## config.mk

```make
export PLATFORM = sky130hd
export DESIGN_NAME = tmr_sram_scrubber
export DESIGN_NICKNAME = d
export VERILOG_FILES = /design/src/rtl/tmr_sram_scrubber.sv
export SDC_FILE = /design/constraint.sdc
export NUM_CORES = 1
export LEC_CHECK = 0
export CORE_AREA = 2 2 183 185
export CTS_BUF_LIST = sky130_fd_sc_hd__clkbuf_16
export DETAILED_ROUTE_END_ITERATION = 16
export DIE_AREA = 0 0 185 187
export GPL_ROUTABILITY_DRIVEN = 0
export SLEW_MARGIN = 20
export SYNTH_ARGS = -nofsm -noshare
export SYNTH_HDL_FRONTEND = slang
export SYNTH_SLANG_ARGS = --single-unit
```

## constraint.sdc

```tcl
create_clock -name clk_i -period 4.1 [get_ports clk_i]
set_input_delay 1.025 -clock clk_i [delete_from_list [all_inputs] [get_ports clk_i]]
set_output_delay 1.025 -clock clk_i [all_outputs]
set_load 0.02 [all_outputs]
```

## src/rtl/tmr_sram_scrubber.sv

```systemverilog
// Initiator for a triple-redundant SRAM. Host accesses always win the port,
// and idle cycles are used to vote each word and repair single-replica faults.
module tmr_sram_scrubber #(
    parameter int DATA_WIDTH     = 64,
    parameter int NUM_WORDS      = 1024,
    parameter int SCRUB_INTERVAL = 1024,
    localparam int BE_WIDTH      = (DATA_WIDTH + 7) / 8,
    localparam int AW            = $clog2(NUM_WORDS)
) (
    input  logic                  clk_i,
    input  logic                  rst_ni,
    input  logic                  enable_i,
    input  logic                  host_req_i,
    input  logic                  host_we_i,
    input  logic [AW-1:0]         host_addr_i,
    input  logic [DATA_WIDTH-1:0] host_wdata_i,
    input  logic [BE_WIDTH-1:0]   host_be_i,
    output logic                  host_gnt_o,
    output logic                  host_rvalid_o,
    output logic [DATA_WIDTH-1:0] host_rdata_o,
    output logic                  sram_req_o,
    output logic                  sram_we_o,
    output logic [AW-1:0]         sram_addr_o,
    output logic [DATA_WIDTH-1:0] sram_wdata_o,
    output logic [BE_WIDTH-1:0]   sram_be_o,
    input  logic [DATA_WIDTH-1:0] sram_rdata0_i,
    input  logic [DATA_WIDTH-1:0] sram_rdata1_i,
    input  logic [DATA_WIDTH-1:0] sram_rdata2_i,
    output logic [31:0]           corrected_cnt_o,
    output logic                  uncorrectable_o,
    output logic [AW-1:0]         err_addr_o,
    output logic                  scrub_done_o
);

    localparam int CW = (SCRUB_INTERVAL > 1) ? $clog2(SCRUB_INTERVAL) : 1;
    localparam logic [CW-1:0] INT_LAST  = CW'(SCRUB_INTERVAL - 1);
    localparam logic [AW-1:0] ADDR_LAST = AW'(NUM_WORDS - 1);

    typedef enum logic [1:0] {IDLE, READ, CHECK, WRITE} state_t;

    state_t                  state_reg;
    logic [CW-1:0]           interval_reg;
    logic [AW-1:0]           scrub_addr_reg;
    logic [AW-1:0]           err_addr_reg;
    logic [DATA_WIDTH-1:0]   fix_data_reg;
    logic [31:0]             corrected_cnt_reg;
    logic                    uncorrectable_reg;
    logic                    scrub_done_reg;
    logic                    rvalid_reg;

    logic [DATA_WIDTH-1:0]   replica [3];
    logic [2:0]              pair_eq;
    logic [DATA_WIDTH-1:0]   voted;
    logic                    all_equal;
    logic                    all_differ;
    logic                    host_hit;
    logic                    scrub_rd;
    logic                    scrub_wr;
    logic                    advance;
    logic [AW-1:0]           scrub_addr_next;

    assign replica[0] = sram_rdata0_i;
    assign replica[1] = sram_rdata1_i;
    assign replica[2] = sram_rdata2_i;

    // pair_eq[0]: r0==r1, pair_eq[1]: r1==r2, pair_eq[2]: r2==r0
    generate
        for (genvar gi = 0; gi < 3; gi++) begin : g_pair
            assign pair_eq[gi] = (replica[gi] == replica[(gi + 1) % 3]);
        end
    endgenerate

    assign voted      = (pair_eq[0] || pair_eq[2]) ? replica[0] :
                        (pair_eq[1] ? replica[1] : replica[0]);
    assign all_equal  = pair_eq[0] && pair_eq[1];
    assign all_differ = ~|pair_eq;

    // A host write to the word under repair makes the pending writeback stale.
    assign host_hit = host_req_i && host_we_i && (host_addr_i == scrub_addr_reg);
    assign scrub_rd = (state_reg == READ) && enable_i && !host_req_i;
    assign scrub_wr = (state_reg == WRITE) && !host_req_i;
    assign advance  = ((state_reg == CHECK) && (all_equal || all_differ || host_hit)) ||
                      ((state_reg == WRITE) && (host_hit || !host_req_i));
    assign scrub_addr_next = (scrub_addr_reg == ADDR_LAST) ? '0 : scrub_addr_reg + AW'(1);

    assign host_gnt_o      = host_req_i;
    assign host_rvalid_o   = rvalid_reg;
    assign host_rdata_o    = voted;
    assign corrected_cnt_o = corrected_cnt_reg;
    assign uncorrectable_o = uncorrectable_reg;
    assign err_addr_o      = err_addr_reg;
    assign scrub_done_o    = scrub_done_reg;

    always_comb begin
        sram_req_o   = host_req_i;
        sram_we_o    = host_we_i;
        sram_addr_o  = host_addr_i;
        sram_wdata_o = host_wdata_i;
        sram_be_o    = host_be_i;
        if (scrub_rd) begin
            sram_req_o  = 1'b1;
            sram_we_o   = 1'b0;
            sram_addr_o = scrub_addr_reg;
            sram_be_o   = '1;
        end else if (scrub_wr) begin
            sram_req_o   = 1'b1;
            sram_we_o    = 1'b1;
            sram_addr_o  = scrub_addr_reg;
            sram_wdata_o = fix_data_reg;
            sram_be_o    = '1;
        end
    end

    always_ff @(posedge clk_i or negedge rst_ni) begin
        if (!rst_ni) begin
            state_reg         <= IDLE;
            interval_reg      <= '0;
            scrub_addr_reg    <= '0;
            err_addr_reg      <= '0;
            fix_data_reg      <= '0;
            corrected_cnt_reg <= '0;
            uncorrectable_reg <= 1'b0;
            scrub_done_reg    <= 1'b0;
            rvalid_reg        <= 1'b0;
        end else begin
            rvalid_reg        <= host_req_i && !host_we_i;
            uncorrectable_reg <= 1'b0;
            scrub_done_reg    <= 1'b0;
            if (advance) begin
                scrub_addr_reg <= scrub_addr_next;
                scrub_done_reg <= (scrub_addr_reg == ADDR_LAST);
            end
            case (state_reg)
                IDLE: begin
                    if (!enable_i) begin
                        interval_reg <= '0;
                    end else if (interval_reg == INT_LAST) begin
                        interval_reg <= '0;
                        state_reg    <= READ;
                    end else begin
                        interval_reg <= interval_reg + CW'(1);
                    end
                end
                READ: begin
                    if (!enable_i) begin
                        state_reg <= IDLE;
                    end else if (!host_req_i) begin
                        state_reg <= CHECK;
                    end
                end
                CHECK: begin
                    if (!all_equal) begin
                        err_addr_reg <= scrub_addr_reg;
                    end
                    if (all_differ) begin
                        uncorrectable_reg <= 1'b1;
                    end
                    if (all_equal || all_differ || host_hit) begin
                        state_reg <= IDLE;
                    end else begin
                        fix_data_reg <= voted;
                        state_reg    <= WRITE;
                    end
                end
                WRITE: begin
                    if (host_hit) begin
                        state_reg <= IDLE;
                    end else if (!host_req_i) begin
                        state_reg <= IDLE;
                        if (corrected_cnt_reg != 32'hFFFF_FFFF) begin
                            corrected_cnt_reg <= corrected_cnt_reg + 32'd1;
                        end
                    end
                end
                default: state_reg <= IDLE;
            endcase
        end
    end

endmodule

```

### Word-level counts from Yosys, hierarchy flattened

Cells that the tools add are included.

| word-level totals | value |
|---|---|
| register bits | 131 |
| latch bits | 0 |
| memory bits (writable) | 0 |
| ROM bits | 0 |
| input port bits | 279 |
| output and inout port bits | 194 |
| word-level logic and storage cells | 79 |
| memories | 0 |

| operators by class | value |
|---|---|
| $add $sub $neg | 3 |
| multiply operators | 0 |
| div/mod/pow operators | 0 |
| magnitude comparators | 0 |
| equal/unequal tests | 14 |
| shift operators | 0 |
| muxes and demuxes | 26 |
| bitwise operators | 4 |
| reductions and logical operators | 23 |

Operators with widths:

| operator | number |
|---|---|
| $mux 64 | 4 |
| $eq 64x64->1 | 3 |
| $mux 10 | 5 |
| $add 32x1->32 const B | 1 |
| $ne 32x32->1 const B | 1 |
| $add 10x1->10 const B | 2 |
| $eq 10x10->1 const B | 2 |
| $mux 8 | 2 |
| $mux 2 | 7 |
| $eq 10x10->1 | 1 |
| $logic_and 1x1->1 | 9 |
| $pmux 2 s4 | 1 |
| $reduce_and 4->1 | 2 |
| $mux 1 | 7 |
| $ne 3x3->1 const B | 2 |
| $logic_or 1x1->1 | 5 |
| $eq 2x2->1 const B | 2 |
| $ne 2x2->1 const B | 2 |
| $not 1->1 | 4 |
| $reduce_and 2->1 | 2 |
| $logic_not 1->1 | 3 |
| $reduce_or 3->1 | 1 |
| $eq 2x1->1 const B | 1 |
| $logic_not 2->1 | 1 |

### Longest topological paths before layout

Gate-level depths: netlist (run 1).

| logic depth | value |
|---|---|
| word-level depth | 8 |
| gate-level depth with buffers | 10 |
| depth with buffers taken out | 8 |

### Worst setup path before layout (run 1)

OpenSTA, ideal clock, no wires.

| timing | value |
|---|---|
| path type | input to output |
| from | input port sram_rdata1_i[33] |
| to | output port host_rdata_o[13] |
| arrival time | 2.754 ns |
| required time | 3.075 ns |
| path slack | 0.321 ns |
| stages on the path | 7 |
| buffers on the path | 1 |
| path through | xor2_1 > nor4_1 > nand4_1 > nor4_2 > nand3_2 > buf_2 > mux2_1 |

| on the way | value |
|---|---|
| word-level cells in the longest chain between the ends | 3 |
| elaborated cells between the ends (all ways) | 5 |
| classes of those cells | 2 x eq/ne; 2 x mux; 1 x reduce/logical |

Ends and longest elaborated chain:

| element | line | text |
|---|---|---|
| start: declaration | 27 | `input logic [DATA_WIDTH-1:0] sram_rdata1_i,` |
| $eq 64x64->1 | 69 | `assign pair_eq[gi] = (replica[gi] == replica[(gi + 1) % 3]);` |
| $mux 64 or $logic_or 1x1->1 (tied branches) | 74, 73 |  |
| $mux 64 (*) | 73 | `assign voted = (pair_eq[0] \|\| pair_eq[2]) ? replica[0] :` |
| end: declaration | 20 | `output logic [DATA_WIDTH-1:0] host_rdata_o,` |

Every way passes the cells marked *; elsewhere a longest branch is shown, timed or not.

### Final worst setup path (run 1)

| timing | value |
|---|---|
| from | input port sram_rdata0_i[29] |
| to | output port host_rdata_o[46] |

| on the way | value |
|---|---|
| word-level cells in the longest chain between the ends | 3 |
| elaborated cells between the ends (all ways) | 4 |
| classes of those cells | 2 x eq/ne; 1 x mux; 1 x reduce/logical |

Ends and longest elaborated chain:

| element | line | text |
|---|---|---|
| start: declaration | 26 | `input logic [DATA_WIDTH-1:0] sram_rdata0_i,` |
| $eq 64x64->1 | 69 |  |
| $logic_or 1x1->1 (*) | 73 |  |
| $mux 64 (*) | 73 |  |

Marks and branches as above.

==> results of run 1 <==
## worst paths after layout
path                                   start                end  slack (ns)  cells past startpoint
setup / recovery           sram_rdata0_i[29]   host_rdata_o[46]       -0.36                     12
min in group asynchronous             rst_ni   fix_data_reg[33]        0.59                      1
max in group asynchronous             rst_ni   fix_data_reg[61]        2.66                      2
setup reg to reg           scrub_addr_reg[5]  scrub_addr_reg[9]        1.39                      8
hold reg to reg              fix_data_reg[1]    fix_data_reg[1]        0.50                      1
hold / removal               fix_data_reg[1]    fix_data_reg[1]        0.50                      1
## repair_timing
item                       CTS  global route
gates cloned                 4             0
resized for setup          970           166
setup endpoints to repair   64            76
hold endpoints to repair     0             0
pin swaps                   75            67
setup buffers               25             9
## cell type report
| class | instances | area share |
|---|---|---|
| well taps | 448 | 0.0318 |
| repair buffers | 652 | 0.340 |
| clock inverters | 15 | 0.00936 |
| multi-input cells | 702 | 0.407 |
| diodes | 10 | 0.00142 |
| clock buffers | 17 | 0.0241 |
| flip-flops and latches | 131 | 0.186 |
| inverters | 5 | 0.00106 |
## cell usage in the layout, fill, tap and decap left out, types with 8 or more instances in the layout
cell | Yosys | final
sky130_fd_sc_hd__nand2_1 | 35 | 33
sky130_fd_sc_hd__o21ai_0 | 25 | 25
sky130_fd_sc_hd__nand3_1 | 22 | 22
sky130_fd_sc_hd__clkbuf_16 | 0 | 17
sky130_fd_sc_hd__and3_1 | 13 | 13
sky130_fd_sc_hd__xor2_2 | 0 | 33
sky130_fd_sc_hd__nand4_1 | 42 | 42
sky130_fd_sc_hd__clkdlybuf4s50_1 | 0 | 207
sky130_fd_sc_hd__nor4_4 | 0 | 9
sky130_fd_sc_hd__mux2_2 | 163 | 145
sky130_fd_sc_hd__nor4_2 | 1 | 17
sky130_fd_sc_hd__buf_6 | 0 | 83
sky130_fd_sc_hd__nor4_1 | 33 | 8
sky130_fd_sc_hd__buf_12 | 0 | 11
sky130_fd_sc_hd__xor2_1 | 110 | 67
sky130_fd_sc_hd__diode_2 | 0 | 10
sky130_fd_sc_hd__xnor2_2 | 0 | 30
sky130_fd_sc_hd__xor2_4 | 0 | 10
sky130_fd_sc_hd__clkdlybuf4s15_1 | 0 | 18
sky130_fd_sc_hd__mux2_4 | 10 | 64
sky130_fd_sc_hd__xnor2_1 | 128 | 95
sky130_fd_sc_hd__or2_2 | 8 | 8
sky130_fd_sc_hd__buf_4 | 7 | 155
sky130_fd_sc_hd__clkdlybuf4s15_2 | 0 | 29
sky130_fd_sc_hd__dlygate4sd2_1 | 0 | 52
sky130_fd_sc_hd__dfrtp_1 | 131 | 131
sky130_fd_sc_hd__clkbuf_2 | 0 | 40
sky130_fd_sc_hd__buf_2 | 8 | 44
sky130_fd_sc_hd__nor2_1 | 22 | 22
## layer usage
metal,part of all wire,vias up
met3,0.068,52
met5,0.00061,-
li1,-,4361
met1,0.42,4800
met4,0.023,4
met2,0.49,353
## through the flow
stage	instance area (µm²)	TNS, ns	instances	hold slack (ns)	total power (µW)
final	17600	-17.44	1980	0.497	4080
after global routing	17600	-25.66	1977	0.519	4230
after CTS	17500	-16.23	1968	0.501	4090
after detailed placement	15800	-111.94	1908	0.488	2410
after global placement	15800	-119.60	1908	0.480	2410
after floorplan	9440	0	871	0.460	1670
## power by group through the flow
stage | Combinational [µW] | Sequential [µW] | Clock [µW]
2_1_floorplan | 349 | 1320 | 0
3_3_place_gp | 1090 | 1320 | 0
3_5_place_dp | 1090 | 1320 | 0
4_1_cts | 1160 | 1300 | 1630
5_1_grt | 1250 | 1300 | 1690
6_report | 1190 | 1300 | 1590
## logic make-up after synthesis
logic type,synth area share
compound gates,0.0282
xor+xnor,0.221
fa+ha+maj,0.00398
buf+inv,0.0190
flops,0.347
mux,0.258
simple gates,0.122
==> qor.log, run 1 <==
[finish] Largest register FFs 64
[sta] shortest clock period the worst path allows after layout 4.46 ns
[placement] HPWL Detailed 38100 µm
[routing] Final ANT Viol Nets 0
[power_and_ir_drop] portion of total power attributed to combinational logic 0.292
[worst_setup_path] critical path's slowest cell sky130_fd_sc_hd__nor4_2
[worst_setup_path] cell-by-cell listing of the critical path clkdlybuf4s15_1 > xnor2_1 > nand4_1 > nor4_2 > buf_4 > nand4bb_4 > nand3_4 > buf_12 > buf_16 > buf_12 > mux2_4 > buf_6
[sta] setup skew after layout 0.00800 ns
[finish] synthesis-to-finish area growth 86.9%
[sta] relative slew slack 0.559
[sta] fraction of the cycle the final worst path needs 1.09
[floorplan] die span in y 187 µm
[finish] net total in the final layout 1791
[sta] final setup margin -0.359 ns
[routing] average wire length per cell after detail routing 24.2 µm
[global_routing] met1 track demand over resource 0.339
[floorplan] Core Footprint 32900 µm²
[synthesis] proportion of synthesized chip area in sequential cells 0.347
[routing] total detailed-routing wirelength 47800 µm
[global_routing] M3 GR Usage 0.0660
[worst_setup_path] buffers and inverters on the worst path 6
[routing] DR pass1 iterations 4
[routing] first-iteration detailed-routing DRC count 379
[power_and_ir_drop] Reg power frac 0.318
[global_routing] layer with the highest usage met2
[routing] Vias/cell 4.83
[sta] Worst Tran Pin Value 0.661 ns
[clock_tree] number of clock sinks 131
[status] outcome finished with violations
[floorplan] effective utilization at floorplan 0.287
[synthesis] gate count of the mapped netlist 871
[synthesis] post-synthesis net count 1153
[sta] RSZ-0062 raised after global routing true
[synthesis] count of flip-flops with a built-in enable after synthesis 0
[synthesis] syn avg cell area 10.8 µm²
[sta] number of setup violations in the final report 64
[global_routing] M2 GR Usage 0.464
[power_and_ir_drop] net switching power 1210 µW
[global_routing] maximum number of pins on one net before global-route repair 63
[clock_tree] H-tree levels 4
[floorplan] Die X-Extent 185 µm
[worst_setup_path] kind of cell adding the most delay to the critical path buffers and inverters
[global_routing] global router's overall resource usage 0.273
[worst_setup_path] Setup CP Type input port to output port
[placement] worst-case setup slack after placement -1.39 ns
[synthesis] flip-flop and latch count after synthesis 131
[worst_setup_path] Arr. time, crit path 3.43 ns
[finish] fraction of final layout cells sized beyond drive strength 1 0.478
[min_path] path class of the lowest-slack min-delay path flop to flop
[global_routing] via count of the first global-routing pass 10.2k
[clock_tree] clock network latency to the later pin of the worst-skew pair 0.44 ns
[synthesis] most frequent cells after synthesis sky130_fd_sc_hd__mux2_2 (163), sky130_fd_sc_hd__dfrtp_1 (131), sky130_fd_sc_hd__xnor2_1 (128), sky130_fd_sc_hd__xor2_1 (110), sky130_fd_sc_hd__nand4_1 (42)
[clock_tree] clock edge transition at the registers on the reported setup and hold paths 0.06 ns
[floorplan] cell row count 67
[synthesis] cell types occupying the most area after synthesis sky130_fd_sc_hd__dfrtp_1 (35%), sky130_fd_sc_hd__mux2_2 (19%), sky130_fd_sc_hd__xnor2_1 (12%)
[synthesis] proportion of netlist area held by the largest area contributor 0.347
[synthesis] ys async rst share 1.00
[clock_tree] Post-CTS Hold Fix Bufs 0
[routing] drt drc 0
[global_routing] first-pass GRT wire length 68100 µm
[clock_tree] maximum count of clock buffers along a single path 2
[worst_setup_path] required time of the worst setup path 3.07 ns
[placement] IO Port Bufs 472
[power_and_ir_drop] pwr dens 231 nW/µm²
[power_and_ir_drop] static leakage 0.00820 µW
[clock_tree] number of buffers created by CTS 17
[sta] highest clock frequency the design can meet 224 MHz
[worst_setup_path] delay of the slowest cell on the worst path 0.38 ns
[worst_setup_path] cell mode on critical path sky130_fd_sc_hd__buf_12
[finish] utilization of the core after routing 0.537
[routing] total via count in the routed design 9570
[sta] total count of hold-check failures in the final report 0
[clock_tree] root buffer cell sky130_fd_sc_hd__clkbuf_16
[power_and_ir_drop] fraction of power spent switching nets 0.297
[finish] Fillers 2951
[power_and_ir_drop] IR Drop Worst-Case VDD 0.302 mV
[worst_setup_path] type of destination of the critical path output port
[global_routing] GRT overflow 0
[run] Max-Cap Viols 0
[finish] FF/Latch Area 3280 µm²
[synthesis] Yosys top cell by area sky130_fd_sc_hd__dfrtp_1
[synthesis] yosys warns 0
[worst_setup_path] Worst setup SP type input port
[synthesis] distinct cell type count of the synthesized netlist 43
[power_and_ir_drop] Int Power 2860 µW
[synthesis] commonest register cell after synthesis sky130_fd_sc_hd__dfrtp_1
[status] violated checks setup timing
[synthesis] count leader, synth sky130_fd_sc_hd__mux2_2
[finish] area of the multi-input gates 7180 µm²
[global_routing] antenna violations before repair 10
[worst_setup_path] maximum fanout along the worst path 8
[synthesis] Post-Syn Area 9440 µm²
[power_and_ir_drop] clock share of power 0.389
[sta] max-slew violations 0
[clock_tree] clock tree from TritonCTS yes
[floorplan] Die Footprint 34600 µm²
[floorplan] I/O pin count 473
No activity file was read; power rests on OpenSTA's default activity.
==> inputs of run 2 (changes only) <==
--- a/config.mk
+++ b/config.mk
@@ -10,6 +10,7 @@
 export DETAILED_ROUTE_END_ITERATION = 16
 export DIE_AREA = 0 0 185 187
 export GPL_ROUTABILITY_DRIVEN = 0
+export GPL_TIMING_DRIVEN = 1
 export SLEW_MARGIN = 20
 export SYNTH_ARGS = -nofsm -noshare
 export SYNTH_HDL_FRONTEND = slang
==> results of run 2 <==
The final DEF is identical to that of run 1; final timing and power are the same.
==> inputs of run 3 (changes only) <==
--- a/config.mk
+++ b/config.mk
@@ -15,3 +15,4 @@
 export SYNTH_ARGS = -nofsm -noshare
 export SYNTH_HDL_FRONTEND = slang
 export SYNTH_SLANG_ARGS = --single-unit
+export TNS_END_PERCENT = 5
==> qor.log, run 3 (synthesis gave the netlist of run 1 again) <==
[clock_tree] clock tree from TritonCTS yes
[finish] final standard cell area without fillers 17300 µm²
[placement] number of cells in the design after placement 1908
[clock_tree] clock network latency to the later pin of the worst-skew pair 0.44 ns
[finish] synthesis-to-finish area growth 83.8%
[sta] Worst Tran Pin Value 0.681 ns
[clock_tree] number of buffers created by CTS 17
[status] violated checks setup timing
[global_routing] GRT overflow 0
[clock_tree] H-tree levels 4
[routing] first-iteration detailed-routing DRC count 391
[worst_setup_path] type of destination of the critical path output port
[worst_setup_path] required time of the worst setup path 3.07 ns
[worst_setup_path] cell-by-cell listing of the critical path buf_8 > buf_6 > xor2_1 > nor4_1 > buf_4 > nand4_1 > nor4_2 > buf_4 > nand3_4 > buf_12 > buf_12 > buf_12 > mux2_4 > buf_6
[power_and_ir_drop] pwr dens 233 nW/µm²
[routing] total detailed-routing wirelength 47500 µm
[placement] IO Port Bufs 472
[routing] average wire length per cell after detail routing 24.0 µm
[clock_tree] clock edge transition at the registers on the reported setup and hold paths 0.06 ns
[sta] total count of hold-check failures in the final report 0
[global_routing] maximum number of pins on one net before global-route repair 63
[global_routing] antenna violations before repair 19
[worst_setup_path] critical path's slowest cell sky130_fd_sc_hd__nor4_2
[sta] final setup margin -0.448 ns
[routing] Final ANT Viol Nets 0
[sta] relative slew slack 0.546
[sta] Fin Setup TNS -23.27 ns
[status] outcome finished with violations
[sta] shortest clock period the worst path allows after layout 4.55 ns
[floorplan] Core Footprint 32900 µm²
[global_routing] first-pass GRT wire length 67400 µm
[placement] Post-Place Cell Area 15800 µm²
[floorplan] I/O pin count 473
[finish] most common cell after layout, fill and taps aside sky130_fd_sc_hd__clkdlybuf4s50_1
[global_routing] global router's overall resource usage 0.272
[finish] Fillers 3011
[power_and_ir_drop] static leakage 0.00795 µW
[floorplan] Die X-Extent 185 µm
[placement] HPWL Detailed 38100 µm
[sta] highest clock frequency the design can meet 220 MHz
[floorplan] Die Footprint 34600 µm²
[sta] fraction of the cycle the final worst path needs 1.11
[routing] DR pass1 iterations 5
[routing] total via count in the routed design 9539
[finish] commonest cells after routing, fill and taps aside sky130_fd_sc_hd__clkdlybuf4s50_1 (206), sky130_fd_sc_hd__mux2_2 (169), sky130_fd_sc_hd__buf_4 (152)
[finish] fraction of final layout cells sized beyond drive strength 1 0.451
[sta] max-slew violations 0
[sta] worst hold slack across all endpoints 0.497 ns
[worst_setup_path] cell mode on critical path sky130_fd_sc_hd__buf_12
[clock_tree] root buffer cell sky130_fd_sc_hd__clkbuf_16
[worst_setup_path] delay of the slowest cell on the worst path 0.35 ns
[global_routing] via count of the first global-routing pass 10.1k
[sta] RSZ-0062 raised after global routing true
[worst_setup_path] Worst setup SP type input port
[clock_tree] number of clock sinks 131
[floorplan] cell row count 67
[floorplan] effective utilization at floorplan 0.287
[sta] number of setup violations in the final report 64
[sta] setup skew after layout 0.00796 ns
[power_and_ir_drop] IR Drop Worst-Case VDD 0.303 mV
[routing] Vias/cell 4.82
[worst_setup_path] maximum fanout along the worst path 8
[finish] net total in the final layout 1780
[finish] Post-Layout Cell Count 1978
[worst_setup_path] Setup CP Type input port to output port
[worst_setup_path] Arr. time, crit path 3.52 ns
[run] Max-Cap Viols 0
[min_path] path class of the lowest-slack min-delay path flop to flop
[floorplan] die span in y 187 µm
[routing] drt drc 0
[finish] Largest register FFs 64
[clock_tree] maximum count of clock buffers along a single path 2
[run 3: cell count changes in the layout (fill, tap and decap cells not counted), sizes merged]
| cell | previous run | this run |
|---|---|---|
| clkdlybuf4s15 | 47 | 49 |
| clkdlybuf4s50 | 207 | 206 |
| buf | 299 | 281 |
| dlygate4sd2 | 52 | 72 |
| dlymetal6s2s | 7 | 8 |
| clkbuf | 57 | 42 |
| diode | 10 | 19 |
[run 3: critical path: cells and delay by family]
| family | cells | cell delay, ns |
|---|---|---|
| multiplexers | 1 | 0.32 |
| AND/OR/NAND/NOR | 4 | 0.87 |
| buffers and inverters | 8 | 1.16 |
| XOR/XNOR | 1 | 0.15 |
[run 3: timing repair]
| item | 4_1_cts | 5_1_grt |
|---|---|---|
| gates resized for setup | 883 | 122 |
| buffers inserted | 14 | 3 |
| hold buffers | 0 | 0 |
| setup endpoints to repair | 64 | 76 |
| gates cloned | 4 | 0 |
| pin swaps | 75 | 45 |
[run 3: layer usage]
layer / global-route usage / vias to the layer above / wire, µm / part of all wire
li1: - / 4357 / - / -
met4: 0.111 / 4 / 1620 / 0.034
met3: 0.0736 / 74 / 3590 / 0.075
met5: 0 / - / 30 / 0.00063
met2: 0.452 / 389 / 22800 / 0.48
met1: 0.333 / 4715 / 19500 / 0.41
[run 3: through the flow]
stage,util,power (µW),worst slack (ns)
floorplan,-,1670,0.321
global placement,0.481,2410,-1.43
detailed placement,0.481,2410,-1.39
CTS,0.524,4060,-0.345
global route,0.527,4190,-0.473
finish,0.528,4030,-0.448
[run 3: layout make-up]
class                   count  area (µm²)  area share
clock inverters            15         165     0.00952
well taps                 448         561      0.0323
multi-input cells         702        6940       0.400
inverters                   5        18.8     0.00108
repair buffers            641        5900       0.340
clock buffers              17         425      0.0245
diodes                     19        47.5     0.00274
flip-flops and latches    131        3280       0.189
[run 3: final timing paths]
| check | start | end | slack [ns] | cells after the start |
|---|---|---|---|---|
| max | sram_rdata2_i[21] | host_rdata_o[46] | -0.45 | 14 |
| min | fix_data_reg[1] | fix_data_reg[1] | 0.50 | 1 |
| max reg2reg | scrub_addr_reg[5] | scrub_addr_reg[9] | 1.39 | 8 |
| min reg2reg | fix_data_reg[1] | fix_data_reg[1] | 0.50 | 1 |
| max in group asynchronous | rst_ni | fix_data_reg[61] | 2.60 | 2 |
| min in group asynchronous | rst_ni | fix_data_reg[33] | 0.57 | 1 |
[run 3: power by group]
part           internal, µW  switching [µW]
logic                   590             559
registers              1300            1.74
clock network           949             637
total                  2830            1200
